`src/rtl/uart_tx_fifo.sv`:
```
// -----------------------------------------------------------------------------
// uart_tx_fifo
//   Byte FIFO and sequencer that sits directly in front of a UART transmitter.
//   Bytes can be pushed at any rate. They are handed to the transmitter one at a
//   time over the ready/send/finish handshake:
//     - tx_send is raised when a byte is popped.
//     - tx_send is held high until the transmitter drops tx_ready.
//     - The sequencer then waits for tx_finish before the next pop.
//   Every byte therefore produces exactly one tx_send rising edge, and tx_send
//   is low for at least one cycle between bytes.
//
// Parameters
//   DEPTH_LOG2  FIFO depth = 2**DEPTH_LOG2 entries (legal 1..8, default 4)
//
// Ports
//   Clock      in   single clock, all state on posedge
//   Reset      in   synchronous, active-high; abandons any transfer in flight
//   wr_en      in   push wr_data this cycle
//   wr_data    in   [7:0] byte to enqueue
//   full       out  FIFO holds 2**DEPTH_LOG2 entries
//   empty      out  FIFO holds no entries
//   busy       out  FIFO not empty or sequencer not idle
//   tx_ready   in   transmitter idle
//   tx_finish  in   one-cycle pulse, transmitter completed its stop bit
//   tx_send    out  registered send request (level)
//   tx_data    out  [7:0] registered byte, stable while a transfer is active
//
// Optional build macro UART_TXFIFO_STATUS_EN adds:
//   level      out  [DEPTH_LOG2:0] current entry count
//   overflow   out  sticky flag, set by a dropped push
//   ovf_clr    in   clears overflow; a same-cycle dropped push wins
// -----------------------------------------------------------------------------
module uart_tx_fifo #(
  parameter int DEPTH_LOG2 = 4
) (
  input  logic                  Clock,
  input  logic                  Reset,
  input  logic                  wr_en,
  input  logic [7:0]            wr_data,
  output logic                  full,
  output logic                  empty,
  output logic                  busy,
  input  logic                  tx_ready,
  input  logic                  tx_finish,
  output logic                  tx_send,
  output logic [7:0]            tx_data
`ifdef UART_TXFIFO_STATUS_EN
  ,
  output logic [DEPTH_LOG2:0]   level,
  output logic                  overflow,
  input  logic                  ovf_clr
`endif
);

  localparam int DEPTH = 1 << DEPTH_LOG2;
  localparam logic [DEPTH_LOG2:0] FULL_COUNT = {1'b1, {DEPTH_LOG2{1'b0}}};

  localparam logic [1:0] S_IDLE = 2'd0;
  localparam logic [1:0] S_SEND = 2'd1;
  localparam logic [1:0] S_WAIT = 2'd2;

  logic [7:0]            mem [DEPTH];
  logic [DEPTH_LOG2-1:0] rd_ptr_reg;
  logic [DEPTH_LOG2-1:0] wr_ptr_reg;
  logic [DEPTH_LOG2:0]   count_reg;
  logic [1:0]            state_reg;
  logic                  pop;
  logic                  push;

  assign full  = (count_reg == FULL_COUNT);
  assign empty = (count_reg == '0);
  assign busy  = ~empty | (state_reg != S_IDLE);

  // A pop only happens when the idle sequencer launches a byte.
  assign pop  = (state_reg == S_IDLE) & ~empty & tx_ready;
  // A pop frees a slot in the same cycle, so a push into a full FIFO is still
  // accepted when it coincides with a pop.
  assign push = wr_en & (~full | pop);

  // Storage array: write port only, no reset, so it maps onto block RAM.
  // When full, wr_ptr equals rd_ptr. A simultaneous push+pop therefore reads
  // the old byte (non-blocking semantics) and overwrites it with the new one.
  always_ff @(posedge Clock) begin
    if (push) begin
      mem[wr_ptr_reg] <= wr_data;
    end
  end

  always_ff @(posedge Clock) begin
    if (Reset) begin
      rd_ptr_reg <= '0;
      wr_ptr_reg <= '0;
      count_reg  <= '0;
    end else begin
      if (push) begin
        wr_ptr_reg <= wr_ptr_reg + 1'b1;
      end
      if (pop) begin
        rd_ptr_reg <= rd_ptr_reg + 1'b1;
      end
      if (push && !pop) begin
        count_reg <= count_reg + 1'b1;
      end else if (pop && !push) begin
        count_reg <= count_reg - 1'b1;
      end
    end
  end

  // Sequencer. tx_data is the registered read port of the storage array.
  always_ff @(posedge Clock) begin
    if (Reset) begin
      state_reg <= S_IDLE;
      tx_send   <= 1'b0;
      tx_data   <= 8'h00;
    end else begin
      case (state_reg)
        S_IDLE: begin
          if (pop) begin
            tx_data   <= mem[rd_ptr_reg];
            tx_send   <= 1'b1;
            state_reg <= S_SEND;
          end
        end
        S_SEND: begin
          // The transmitter dropping ready means it has taken the byte.
          if (!tx_ready) begin
            tx_send   <= 1'b0;
            state_reg <= S_WAIT;
          end
        end
        S_WAIT: begin
          if (tx_finish) begin
            state_reg <= S_IDLE;
          end
        end
        default: begin
          state_reg <= S_IDLE;
          tx_send   <= 1'b0;
        end
      endcase
    end
  end

`ifdef UART_TXFIFO_STATUS_EN
  logic overflow_reg;

  assign level    = count_reg;
  assign overflow = overflow_reg;

  always_ff @(posedge Clock) begin
    if (Reset) begin
      overflow_reg <= 1'b0;
    end else if (wr_en && !push) begin
      overflow_reg <= 1'b1;
    end else if (ovf_clr) begin
      overflow_reg <= 1'b0;
    end
  end
`endif

endmodule
```
`config.mk`:
```
export PLATFORM = sky130hd
export DESIGN_NAME = uart_tx_fifo
export DESIGN_NICKNAME = d
export VERILOG_FILES = /design/src/rtl/uart_tx_fifo.sv
export SDC_FILE = /design/constraint.sdc
export NUM_CORES = 1
export LEC_CHECK = 0
export BUFFER_PORTS_ARGS = -buffer_cell sky130_fd_sc_hd__buf_4
export CAP_MARGIN = 25
export CORE_ASPECT_RATIO = 1.25
export CORE_MARGIN = 2
export CORE_UTILIZATION = 65
export CTS_BUF_LIST = sky130_fd_sc_hd__clkbuf_4 sky130_fd_sc_hd__clkbuf_8 sky130_fd_sc_hd__clkbuf_16
export DETAILED_ROUTE_END_ITERATION = 10
export GPL_ROUTABILITY_DRIVEN = 0
export GPL_TIMING_DRIVEN = 1
export PLACE_DENSITY = 0.92
export SLEW_MARGIN = 20
export SYNTH_ARGS = -nofsm -noshare
export SYNTH_HDL_FRONTEND = slang
export SYNTH_SLANG_ARGS = --single-unit
```
`constraint.sdc`:
```
create_clock -name Clock -period 4.59 [get_ports Clock]
set_input_delay 0.2295 -clock Clock [delete_from_list [all_inputs] [get_ports Clock]]
set_output_delay 0.2295 -clock Clock [all_outputs]
set_load 0.02 [all_outputs]
```
# After elaboration in Yosys (flattened, before gate mapping)
# Memory sizes are Yosys's and may differ from the RTL's. A register that Yosys moved wholly into a read port is not among the register bits.
# Cells that the tools add are included.
# word_totals
reg_bits	16
latch_bits	0
ramBits	128
romBits	0
input_bits	13
elab_cells	46
n_memories	1
# mem_list
name	depth	word_bits	rd	rd_ports_with_merged_regs	wr	line_no	source
mem	16	8	1	1	1	62	logic [7:0] mem [DEPTH];
# classes
add_sub_neg	4
mul	0
div	0
order_cmp	0
eq_ne	6
n_shift	0
muxes	11
n_bitwise	8
n_reduce_logical	11
# ops
operator	n
5-bit two-way mux	2
4-bit by 1-bit adder with 4-bit output (second input constant)	2
2-bit two-way mux	3
2-bit inequality test (second input constant)	3
2-bit one-hot mux with 3 select lines	1
3-bit AND reduction	2
5-bit by 1-bit adder with 5-bit output (second input constant)	1
5-bit equality test (second input constant)	1
5-bit zero test	1
5-bit by 1-bit subtractor with 5-bit output (second input constant)	1
1-bit two-way mux	4
2-bit nonzero test	2
1-bit bitwise AND	3
1-bit NOT	3
1-bit one-hot mux with 3 select lines	1
2-bit by 1-bit equality test with 1-bit output (second input constant)	1
2-bit equality test (second input constant)	1
1-bit logical AND	2
1-bit zero test	2
2-bit zero test	1
1-bit bitwise OR	2
2-bit AND reduction	1

# Logic depth before layout (Yosys ltp)
# Gate-level depths: netlist of run 1.
# logic_depth
word_depth	10
depth_mapped	12
depth_no_buf	11

# Least setup slack after synthesis of run 1
# OpenSTA, ideal clock, no wires.
# synth_timing
path_kind	reg-to-reg
start	register count_reg[0]
end	register count_reg[4]
setup_ns	0.121
arrival_ns	2.527
required_ns	4.469
slack_ns	1.942
path_stages_with_launch	12
path_buffers	1
period_less_slack_ns	2.648
path_cell_list	dfxtp_1 nor4_4 a211oi_1 buf_2 inv_1 ha_1 inv_1 ha_1 a21o_1 a21oi_1 mux2i_1 mux2_2
# synth_via
elab_chain_len	9
# synth_lines
item	line_no	source
from (decl)	65	logic [DEPTH_LOG2:0] count_reg;
from (signal assigned)	102	count_reg <= count_reg + 1'b1;
from (signal assigned)	104	count_reg <= count_reg - 1'b1;
5-bit zero test	71	assign empty = (count_reg == '0);
1-bit NOT	75	assign pop = (state_reg == S_IDLE) & ~empty & tx_ready;
1-bit bitwise AND (2 in a row)	75	
1-bit bitwise OR	78	assign push = wr_en & (~full | pop);
1-bit bitwise AND	78	
1-bit zero test	103	end else if (pop && !push) begin
1-bit logical AND	103	
2-bit nonzero test (no line)	--	
# Parallel ways exist; a longest one is shown, timed or not. The select of a mux whose other input is x is not followed.
# A chain may end at the register's enable or synchronous reset.

# Final worst setup path of run 1
# Same ends and word-level chain as after synthesis.

==> key figures, run 1 <==
STA
  • Hold Vio Cnt, Final: 0
  • Setup TNS: 0 ps
  • Final worst-path cycle share: 0.644
  • Slew Viols, Final: 0
  • Final Skew: 11.6 ps
  • Max-slew headroom: 0.451
  • Tmin final: 2960 ps
  • F_max: 338 MHz
  • Unrepaired setup endpoints after global routing: false
  • Final setup viols: 0
  • Worst hold slack: 143 ps
  • Worst-Margin Slew: 820 ps

Routing
  • Via Count: 3634
  • First-pass detailed-route iteration total: 5
  • Initial DRC Count: 454
  • Drt drc: 0
  • Drt wl/cell: 22.3 um
  • DRT Wirelength: 12700 um
  • Routed vias/inst: 6.38
  • Routed Antenna Nets: 0

Layout
  • Final net count: 458
  • Share of layout cells above drive strength 1: 0.152
  • Multi-input logic area: 0.00169 sq mm
  • Finished Core Util: 0.762
  • Seq. cell area: 0.00433 sq mm
  • Largest register FFs: 128
  • Layout area overhead: 13.9%
  • Layout fillers: 517
  • # diodes: 0

CTS
  • CTS Buffer Depth: 2
  • Clock root cell: clkbuf_16
  • Clk slew on worst S/H paths: 60 ps
  • Resize count post-CTS: 0
  • TritonCTS clock tree: done
  • Htree depth: 4
  • Insertion delay to the later sink of the worst-skew pair: 420 ps
  • Post CTS Setup Buffer Count: 0
  • Hold buffers post-CTS: 0
  • Clock buffer count from CTS: 17
  • CTS sink cnt: 152

Synthesis
  • Synthesized area per cell: 15.0 sq um
  • Syn Nets: 433
  • Register area share after synthesis: 0.705
  • Synth warnings: 0
  • Ys async rst share: 0
  • Post-Syn Area: 0.00614 sq mm
  • Netlist cell types: 33
  • Cells after Synth: 409
  • Post-synth EDFFs: 128
  • #FFs+latches synth: 152
  • Primary FF master, synth: edfxtp_1

Power and ir drop
  • Clock network power share: 0.362
  • Gate power share: 0.181
  • P_int: 2.65 mW
  • Pwr dens: 522 mW/mm^2
  • Sequential share of power: 0.457
  • VDD IR max: 0.401 mV
  • Sw Share: 0.272
  • P_sw: 0.992 mW
  • Pwr Total: 3.65 mW
  • Pleak: 2.30 nW

Floorplan
  • Die area: 0.0102 sq mm
  • Initial Utilization: 0.669
  • IO Pins: 25
  • Core ar.: 0.00917 sq mm
  • Die height: 113 um
  • Row count: 39
  • Die X: 90.9 um

Placed design
  • # port buffers: 24
  • HPWL Detailed: 7960 um

Setup path
  • Crit path from: count_reg[0]
  • CP max FO: 9
  • CP max-delay cell: a211oi_2
  • Crit. End Element: register
  • Worst stage delay on the critical path: 560 ps
  • CP Class: register to register
  • CP Cell Sequence: nor4_4, a211oi_2, inv_1, ha_1, inv_1, ha_1, a21o_1, a21oi_1, mux2i_1, mux2_2
  • Worst Path Arrival: 3260 ps
  • Reg-to-reg critical path startpoint: count_reg[0]
  • Crit path max-delay family: compound AO/OA/AOI/OAI gates
  • Startpoint types: register
  • Buf/Inv on CP: 2
  • Worst EP required: 4890 ps

Global routing
  • Via count of the first global-routing pass: 3509
  • Initial antenna violation count: 0
  • GRT overflow: 0
  • First-pass GRT wire length: 19600 um
  • Largest net degree at the start of global routing: 43
  • GRT Util Overall: 0.262

Worst hold path
  • HP Class: input pin to register
  • HP Start: wr_data[1]

Run status
  • Status: finished clean

Job
  • Max-cap viol count: 0
==> logic make-up (layout without fill, tap and decap cells) <==
group,Yosys count,after routing,synth area share
and+or+nand+nor,87,87,0.0693
muxes,68,68,0.111
AOI/OAI and AO/OA,51,51,0.0549
adders and majority gates,11,11,0.0237
DFF,152,152,0.705
buffers and inverters,31,69,0.0235
xor gates and xnor gates,9,9,0.0128
==> power by group through the flow <==
stage	Clock [mW]	Sequential, mW	Combinational (mW)
3_5_place_dp	0	1.69	0.646
4_1_cts	1.32	1.67	0.657
2_1_floorplan	0	1.70	0.412
6_report	1.32	1.67	0.660
3_3_place_gp	0	1.68	0.596
5_1_grt	1.38	1.68	0.713
==> cell usage after synthesis, drive strengths merged (3+ instances only) <==
library cell  count  area (sq um)
dfxtp            24           480
nand3b            3          22.5
ha               10           125
nor4              9          71.3
a211oi            9          67.6
mux2i            67           671
a21oi             7          35.0
clkbuf            9          33.8
nor3              5          25.0
edfxtp          128          3840
nand2            10          40.0
inv              10          37.5
nor2             45           169
o22ai            32           200
nand2b            4          25.0
xor2              7          61.3
buf              12          72.6
==> layout by cell type (no fill, tap or decap), types with 3 or more instances in the layout <==
| cell | n |
|---|---|
| clkbuf_16 | 18 |
| nand2_1 | 9 |
| mux2i_1 | 67 |
| nor3_2 | 3 |
| nand2b_1 | 4 |
| edfxtp_1 | 128 |
| xor2_1 | 7 |
| buf_4 | 27 |
| ha_1 | 10 |
| a211oi_1 | 8 |
| nor4_1 | 8 |
| nor2_1 | 45 |
| o22ai_1 | 32 |
| clkbuf_4 | 5 |
| nand3b_1 | 3 |
| a21oi_1 | 7 |
| dfxtp_1 | 23 |
| clkbuf_8 | 4 |
| inv_1 | 10 |
==> area by class of cell <==
cell class | instances | share of cell area
Tap cell | 123 | 0.0220
Clock inverter | 5 | 0.00484
Multi-Input combinational cell | 226 | 0.242
Clock buffer | 27 | 0.0777
Timing Repair Buffer | 27 | 0.0290
Sequential cell | 152 | 0.619
Inverter | 10 | 0.00537
==> routing by layer <==
metal	wire [um]	part of all wire	GRT usage
met3	896	0.070	0.0631
met2	6640	0.52	0.450
met1	4700	0.37	0.307
met5	0	0	0
met4	471	0.037	0.135
==> worst paths after layout <==
path,to,slack (ps),depth (start not counted)
worst max-delay path,count_reg[4],1630,10
worst min-delay path,mem[3][1],140,1
worst max register to register,count_reg[4],1630,10
worst min register to register,tx_send,490,2
==> stage by stage <==
stage,std cells,cell area [sq um],setup WS [ps]
finish,570,6990,1630
global placement,536,6380,1340
detailed placement,538,6410,1680
CTS,570,6990,1630
global route,570,6990,1460
floorplan,409,6140,1940
==> worst register-to-register path, cell delays in order, from the launching register on <==
cell and delay (ps):
dfxtp_1 440, nor4_4 110, a211oi_2 560, inv_1 110, ha_1 250, inv_1 150, ha_1 270, a21o_1 190
a21oi_1 180, mux2i_1 240, mux2_2 350
Power figures use the tool's default switching activity.
==> inputs of run 2 (changes only) <==
--- a/config.mk
+++ b/config.mk
@@ -9,12 +9,12 @@
 export CAP_MARGIN = 25
 export CORE_ASPECT_RATIO = 1.25
 export CORE_MARGIN = 2
-export CORE_UTILIZATION = 65
+export CORE_UTILIZATION = 61
 export CTS_BUF_LIST = sky130_fd_sc_hd__clkbuf_4 sky130_fd_sc_hd__clkbuf_8 sky130_fd_sc_hd__clkbuf_16
 export DETAILED_ROUTE_END_ITERATION = 10
 export GPL_ROUTABILITY_DRIVEN = 0
 export GPL_TIMING_DRIVEN = 1
-export PLACE_DENSITY = 0.92
+export PLACE_DENSITY = 0.88
 export SLEW_MARGIN = 20
 export SYNTH_ARGS = -nofsm -noshare
 export SYNTH_HDL_FRONTEND = slang
==> constraint.sdc (replaced) <==
create_clock -name Clock -period 2.97 [get_ports Clock]
set_input_delay 0.1485 -clock Clock [delete_from_list [all_inputs] [get_ports Clock]]
set_output_delay 0.1485 -clock Clock [all_outputs]
set_load 0.02 [all_outputs]
==> run 2 against run 1 <==
Effect of this change:
- hold slack got worse by 92 ps
- die area increased by 6.3%
- final area increased by 1.3%
- critical path depth unchanged
- sequential share of layout area decreased by 0.81 points
- clock skew decreased by 4.7 ps
- total power increased by 60%
- clock power increased by 67%
- global-route usage decreased by 0.79 points
- sequential power increased by 54%
- critical endpoint unchanged
- cell count increased by 1.8%
- first-iteration DRC count decreased by 18%
==> key figures, run 2 (synthesis results as in run 1) <==
Global routing
  • Via count of the first global-routing pass: 3537 (+0.80%)
  • Initial antenna violation count: 0 (unchanged)
  • GRT overflow: 0 (unchanged)
  • GRT Util Overall: 0.254 (-0.00785)
  • First-pass GRT wire length: 19600 um (-0.14%)
  • Largest net degree at the start of global routing: 37 (-14%)

Routing
  • Routed Antenna Nets: 0 (unchanged)
  • Routed vias/inst: 6.31 (-1.0%)
  • First-pass detailed-route iteration total: 5 (unchanged)
  • Drt drc: 0 (unchanged)
  • DRT Wirelength: 13000 um (+2.2%)
  • Initial DRC Count: 374 (-18%)
  • Drt wl/cell: 22.4 um (+0.42%)
  • Via Count: 3660 (+0.72%)

STA
  • Hold Vio Cnt, Final: 0 (unchanged)
  • Unrepaired setup endpoints after global routing: false
  • Setup TNS: 0 ps (unchanged)
  • Worst-Margin Slew: 782 ps (-38.2 ps)
  • Final Skew: 6.88 ps (-4.68 ps)
  • Slew Viols, Final: 0 (unchanged)
  • Final setup viols: 0 (unchanged)
  • Setup ws final: 207 ps (-1430 ps)
  • Final worst-path cycle share: 0.930 (+0.286)
  • Max-slew headroom: 0.477 (+0.0256)
  • Worst hold slack: 50.8 ps (-92.3 ps)
  • F_max: 362 MHz (+7.0%)
  • Tmin final: 2760 ps (-193 ps)

Floorplan
  • Die area: 0.0109 sq mm (+6.3%)
  • Core ar.: 0.00971 sq mm (+5.8%)
  • IO Pins: 25 (unchanged)
  • Die height: 116 um (+3.1%)
  • Initial Utilization: 0.632 (-0.0369)
  • Die X: 93.7 um (+3.1%)
  • Row count: 40 (+2.6%)

Setup path
  • Crit. End Element: register
  • CP max FO: 5 (-4)
  • Startpoint types: register
  • Worst EP required: 3280 ps (-1610 ps)
  • Worst stage delay on the critical path: 470 ps (-90 ps)
  • CP Cell Sequence: nor4_4, a211oi_2, inv_1, ha_1, inv_1, ha_1, a21o_1, a21oi_1, mux2i_1, mux2_2
  • FF-to-FF path depth: 10 (unchanged)
  • Worst Path Arrival: 3070 ps (-190 ps)
  • CP Class: register to register
  • CP max-delay cell: nor4_4

CTS
  • Clk slew on worst S/H paths: 60 ps (about the same)
  • TritonCTS clock tree: done
  • CTS Buffer Depth: 2 (unchanged)
  • Post CTS Setup Buffer Count: 0 (unchanged)
  • Clock root cell: clkbuf_16
  • Hold buffers post-CTS: 0 (unchanged)
  • Clock buffer count from CTS: 17 (unchanged)
  • Htree depth: 4 (unchanged)
  • Resize count post-CTS: 0 (unchanged)
  • CTS sink cnt: 152 (unchanged)
  • Insertion delay to the later sink of the worst-skew pair: 420 ps (about the same)

Run status
  • Status: finished clean

Layout
  • Largest register FFs: 128 (unchanged)
  • Most common cell after layout, fill and taps aside: edfxtp_1
  • Most frequent cells in the layout: edfxtp_1 (128), mux2i_1 (67), nor2_1 (45)
  • Share of layout cells above drive strength 1: 0.156 (+0.00426)
  • Final net count: 465 (+1.5%)
  • Finished Core Util: 0.729 (-0.0325)
  • Layout area overhead: 15.4%
  • # diodes: 0 (unchanged)
  • Layout fillers: 586 (+13%)

Worst hold path
  • Hold depth: 1 (unchanged)
  • HP Class: input pin to register

Placed design
  • HPWL Detailed: 7970 um (about the same)
  • Pre-CTS setup slack: 241 ps (-1440 ps)
  • # port buffers: 24 (unchanged)

Power and ir drop
  • VDD IR max: 0.505 mV (+26%)
  • Pwr dens: 823 mW/mm^2 (+58%)
  • Pleak: 2.33 nW (+1.4%)

Job
  • Max-cap viol count: 0 (unchanged)
==> run 2: cell type report <==
cell class,count,area [sq um],share of cell area
sequential,152,4330,0.611
multi-input combinational,226,1670,0.236
clock buffer,24,497,0.0702
timing repair buffer,34,268,0.0378
tap,126,158,0.0223
clock inverter,8,119,0.0168
inverter,10,37.5,0.00530
==> run 2: worst paths after layout <==
path	start	to	slack (ps)
setup reg to reg	count_reg[0]	count_reg[4]	210
hold / removal	wr_data[5]	mem[8][5]	50
hold reg to reg	tx_send	tx_send	500
setup / recovery	count_reg[0]	count_reg[4]	210
==> run 2: worst max-delay path, delay by kind of cell, from the launching register on <==
family	cells	cell delay [ps]
flip-flops	1	370
buffers and inverters	2	200
adder cells (fa/ha/maj)	2	520
AND/OR/NAND/NOR	1	470
AO/OA/AOI/OAI	3	540
multiplexers	2	550
==> run 2: where the power goes <==
group / leakage [nW] / switching [mW] / internal (mW) / total (mW)
Sequential: 1.35 / 0.126 / 2.45 / 2.57
Combinational: 0.676 / 0.639 / 0.409 / 1.05
Clock: 0.302 / 0.787 / 1.42 / 2.21
Total: 2.33 / 1.55 / 4.27 / 5.83
==> run 2: per-layer routing <==
metal | part of all wire | vias up | global-route usage
met4 | 0.043 | 0 | 0.126
met3 | 0.077 | 51 | 0.0606
li1 | - | 1625 | -
met1 | 0.36 | 1780 | 0.303
met5 | 0 | - | 0
met2 | 0.52 | 204 | 0.433
==> run 2: metrics by stage <==
step | cells | power [mW] | instance area (sq um)
finish | 580 | 5.83 | 7080
global route | 580 | 6.03 | 7080
CTS | 580 | 5.83 | 7080
detailed placement | 548 | 3.63 | 6460
global placement | 548 | 3.54 | 6460
floorplan | 409 | 3.26 | 6140
==> inputs of run 3 (changes only) <==
--- a/config.mk
+++ b/config.mk
@@ -7,7 +7,7 @@
 export LEC_CHECK = 0
 export BUFFER_PORTS_ARGS = -buffer_cell sky130_fd_sc_hd__buf_4
 export CAP_MARGIN = 25
-export CORE_ASPECT_RATIO = 1.25
+export CORE_ASPECT_RATIO = 1.2
 export CORE_MARGIN = 2
 export CORE_UTILIZATION = 61
 export CTS_BUF_LIST = sky130_fd_sc_hd__clkbuf_4 sky130_fd_sc_hd__clkbuf_8 sky130_fd_sc_hd__clkbuf_16
==> run 3 against run 2 <==
Effect of this change:
- first-iteration DRC count is 13% lower
- register-to-register slack better by 30 ps
- flip-flop and latch count unchanged
- global-route usage down 1.8 points
- core utilization shrank 1.8 points
- sequential power about the same
- setup slack better by 33 ps
- non-clock buffer count grew 4
- largest power group unchanged
- highest routed layer unchanged
==> key figures, run 3 (synthesis results as in run 1) <==
Run status
  • Status: finished clean

CTS
  • Clock root cell: clkbuf_16
  • Clock buffer count from CTS: 17 (unchanged)
  • Post CTS Setup Buffer Count: 0 (unchanged)
  • Insertion delay to the later sink of the worst-skew pair: 410 ps (about the same)
  • CTS Buffer Depth: 2 (unchanged)
  • CTS sink cnt: 152 (unchanged)
  • Htree depth: 4 (unchanged)
  • Hold buffers post-CTS: 0 (unchanged)
  • Clk slew on worst S/H paths: 60 ps (about the same)
  • Resize count post-CTS: 0 (unchanged)
  • TritonCTS clock tree: done

Layout
  • Fin area: 0.00705 sq mm (-0.39%)
  • Share of layout cells above drive strength 1: 0.166 (+0.00955)
  • # diodes: 0 (unchanged)
  • Seq. cell area: 0.00433 sq mm (unchanged)
  • Layout area overhead: 14.9%
  • Multi-input logic area: 0.00167 sq mm (unchanged)
  • Layout fillers: 578 (-1.4%)
  • Most common cell after layout, fill and taps aside: edfxtp_1
  • Final net count: 469 (+0.86%)
  • Largest register FFs: 128 (unchanged)
  • Most frequent cells in the layout: edfxtp_1 (128), mux2i_1 (67), nor2_1 (45)

Global routing
  • First-pass GRT wire length: 18400 um (-6.1%)
  • GRT overflow: 0 (unchanged)
  • Via count of the first global-routing pass: 3472 (-1.8%)
  • Initial antenna violation count: 0 (unchanged)
  • Largest net degree at the start of global routing: 30 (-19%)
  • GRT Util Overall: 0.236 (-0.0175)

Floorplan
  • Core ar.: 0.00991 sq mm (+2.1%)
  • Die area: 0.0109 sq mm (about the same)
  • Initial Utilization: 0.619 (-0.0128)
  • Die X: 95.6 um (+2.0%)
  • IO Pins: 25 (unchanged)
  • Die height: 114 um (-2.0%)
  • Row count: 40 (unchanged)

STA
  • Setup TNS: 0 ps (unchanged)
  • Final worst-path cycle share: 0.919 (-0.0111)
  • Worst-Margin Slew: 745 ps (-36.9 ps)
  • Unrepaired setup endpoints after global routing: false
  • Final Skew: 8.46 ps (+1.58 ps)
  • Slew Viols, Final: 0 (unchanged)
  • Tmin final: 2730 ps (-32.9 ps)
  • Final setup viols: 0 (unchanged)
  • Worst hold slack: 62.2 ps (+11.4 ps)
  • Hold Vio Cnt, Final: 0 (unchanged)
  • F_max: 366 MHz (+1.2%)
  • Max-slew headroom: 0.502 (+0.0247)

Setup path
  • CP max FO: 5 (unchanged)
  • Worst EP required: 3270 ps (about the same)
  • Crit. End Element: register
  • CP Class: register to register
  • Worst Path Arrival: 3030 ps (-40 ps)
  • Startpoint types: register
  • Crit path from: count_reg[0]
  • Reg-to-reg critical path startpoint: count_reg[0]

Power and ir drop
  • Pleak: 2.32 nW (-0.42%)
  • VDD IR max: 0.446 mV (-12%)
  • Pwr dens: 791 mW/mm^2 (-3.9%)
  • Pwr Total: 5.58 mW (-4.3%)

Placed design
  • # port buffers: 24 (unchanged)
  • HPWL Detailed: 7510 um (-5.7%)
  • Area of placed instances: 0.00649 sq mm (+0.46%)

Routing
  • Routed vias/inst: 6.10 (-3.3%)
  • Drt wl/cell: 20.7 um (-7.6%)
  • First-pass detailed-route iteration total: 5 (unchanged)
  • Initial DRC Count: 325 (-13%)
  • Drt drc: 0 (unchanged)
  • DRT Wirelength: 12100 um (-7.0%)
  • Routed Antenna Nets: 0 (unchanged)
  • Via Count: 3563 (-2.7%)

Job
  • Max-cap viol count: 0 (unchanged)

Worst hold path
  • HP Class: input pin to register
  • HP Start: tx_finish
-- run 3: changes by cell type in the layout (fill, tap and decap cells not counted), sizes merged --
cell and delta:
clkbuf -6, clkinv +5, buf +4, bufinv -2, inv +2, clkinvlp +1
-- run 3: final timing paths --
path / endpoint / slack, ps / cells past startpoint
setup / recovery: count_reg[4] / 240 / 10
hold / removal: state_reg[1] / 60 / 4
setup reg to reg: count_reg[4] / 240 / 10
hold reg to reg: tx_send / 490 / 2
-- run 3: power by group --
group	switching, mW	total [mW]	internal (mW)
registers	0.124	2.57	2.45
logic	0.618	1.03	0.408
clock network	0.816	1.98	1.16
total	1.56	5.58	4.02
-- run 3: layout make-up --
type | instances | share of cell area
Tap cell | 126 | 0.0224
Timing Repair Buffer | 38 | 0.0422
Clock inverter | 14 | 0.0177
Clock buffer | 18 | 0.0614
Sequential cell | 152 | 0.614
Inverter | 10 | 0.00532
Multi-Input combinational cell | 226 | 0.237
-- run 3: through the flow --
stage	setup slack (ps)	instances	util
floorplan	322	409	-
global placement	375	552	0.655
detailed placement	272	552	0.655
CTS	254	584	0.712
global route	116	584	0.712
finish	239	584	0.712
-- run 3: critical path, cell delays in order (launching register included) --
cell and delay, ps:
dfxtp_1 370, nor4_4 450, a211oi_2 140, inv_1 70, ha_1 200, inv_1 120
ha_1 320, a21o_1 190, a21oi_1 190, mux2i_1 220, mux2_2 340
-- run 3: per-layer routing --
metal / global-route usage / share of wire / up-vias
met4: 0.103 / 0.032 / 0
met3: 0.0661 / 0.085 / 33
li1: - / - / 1629
met5: 0 / 0 / -
met1: 0.296 / 0.37 / 1716
met2: 0.385 / 0.51 / 185
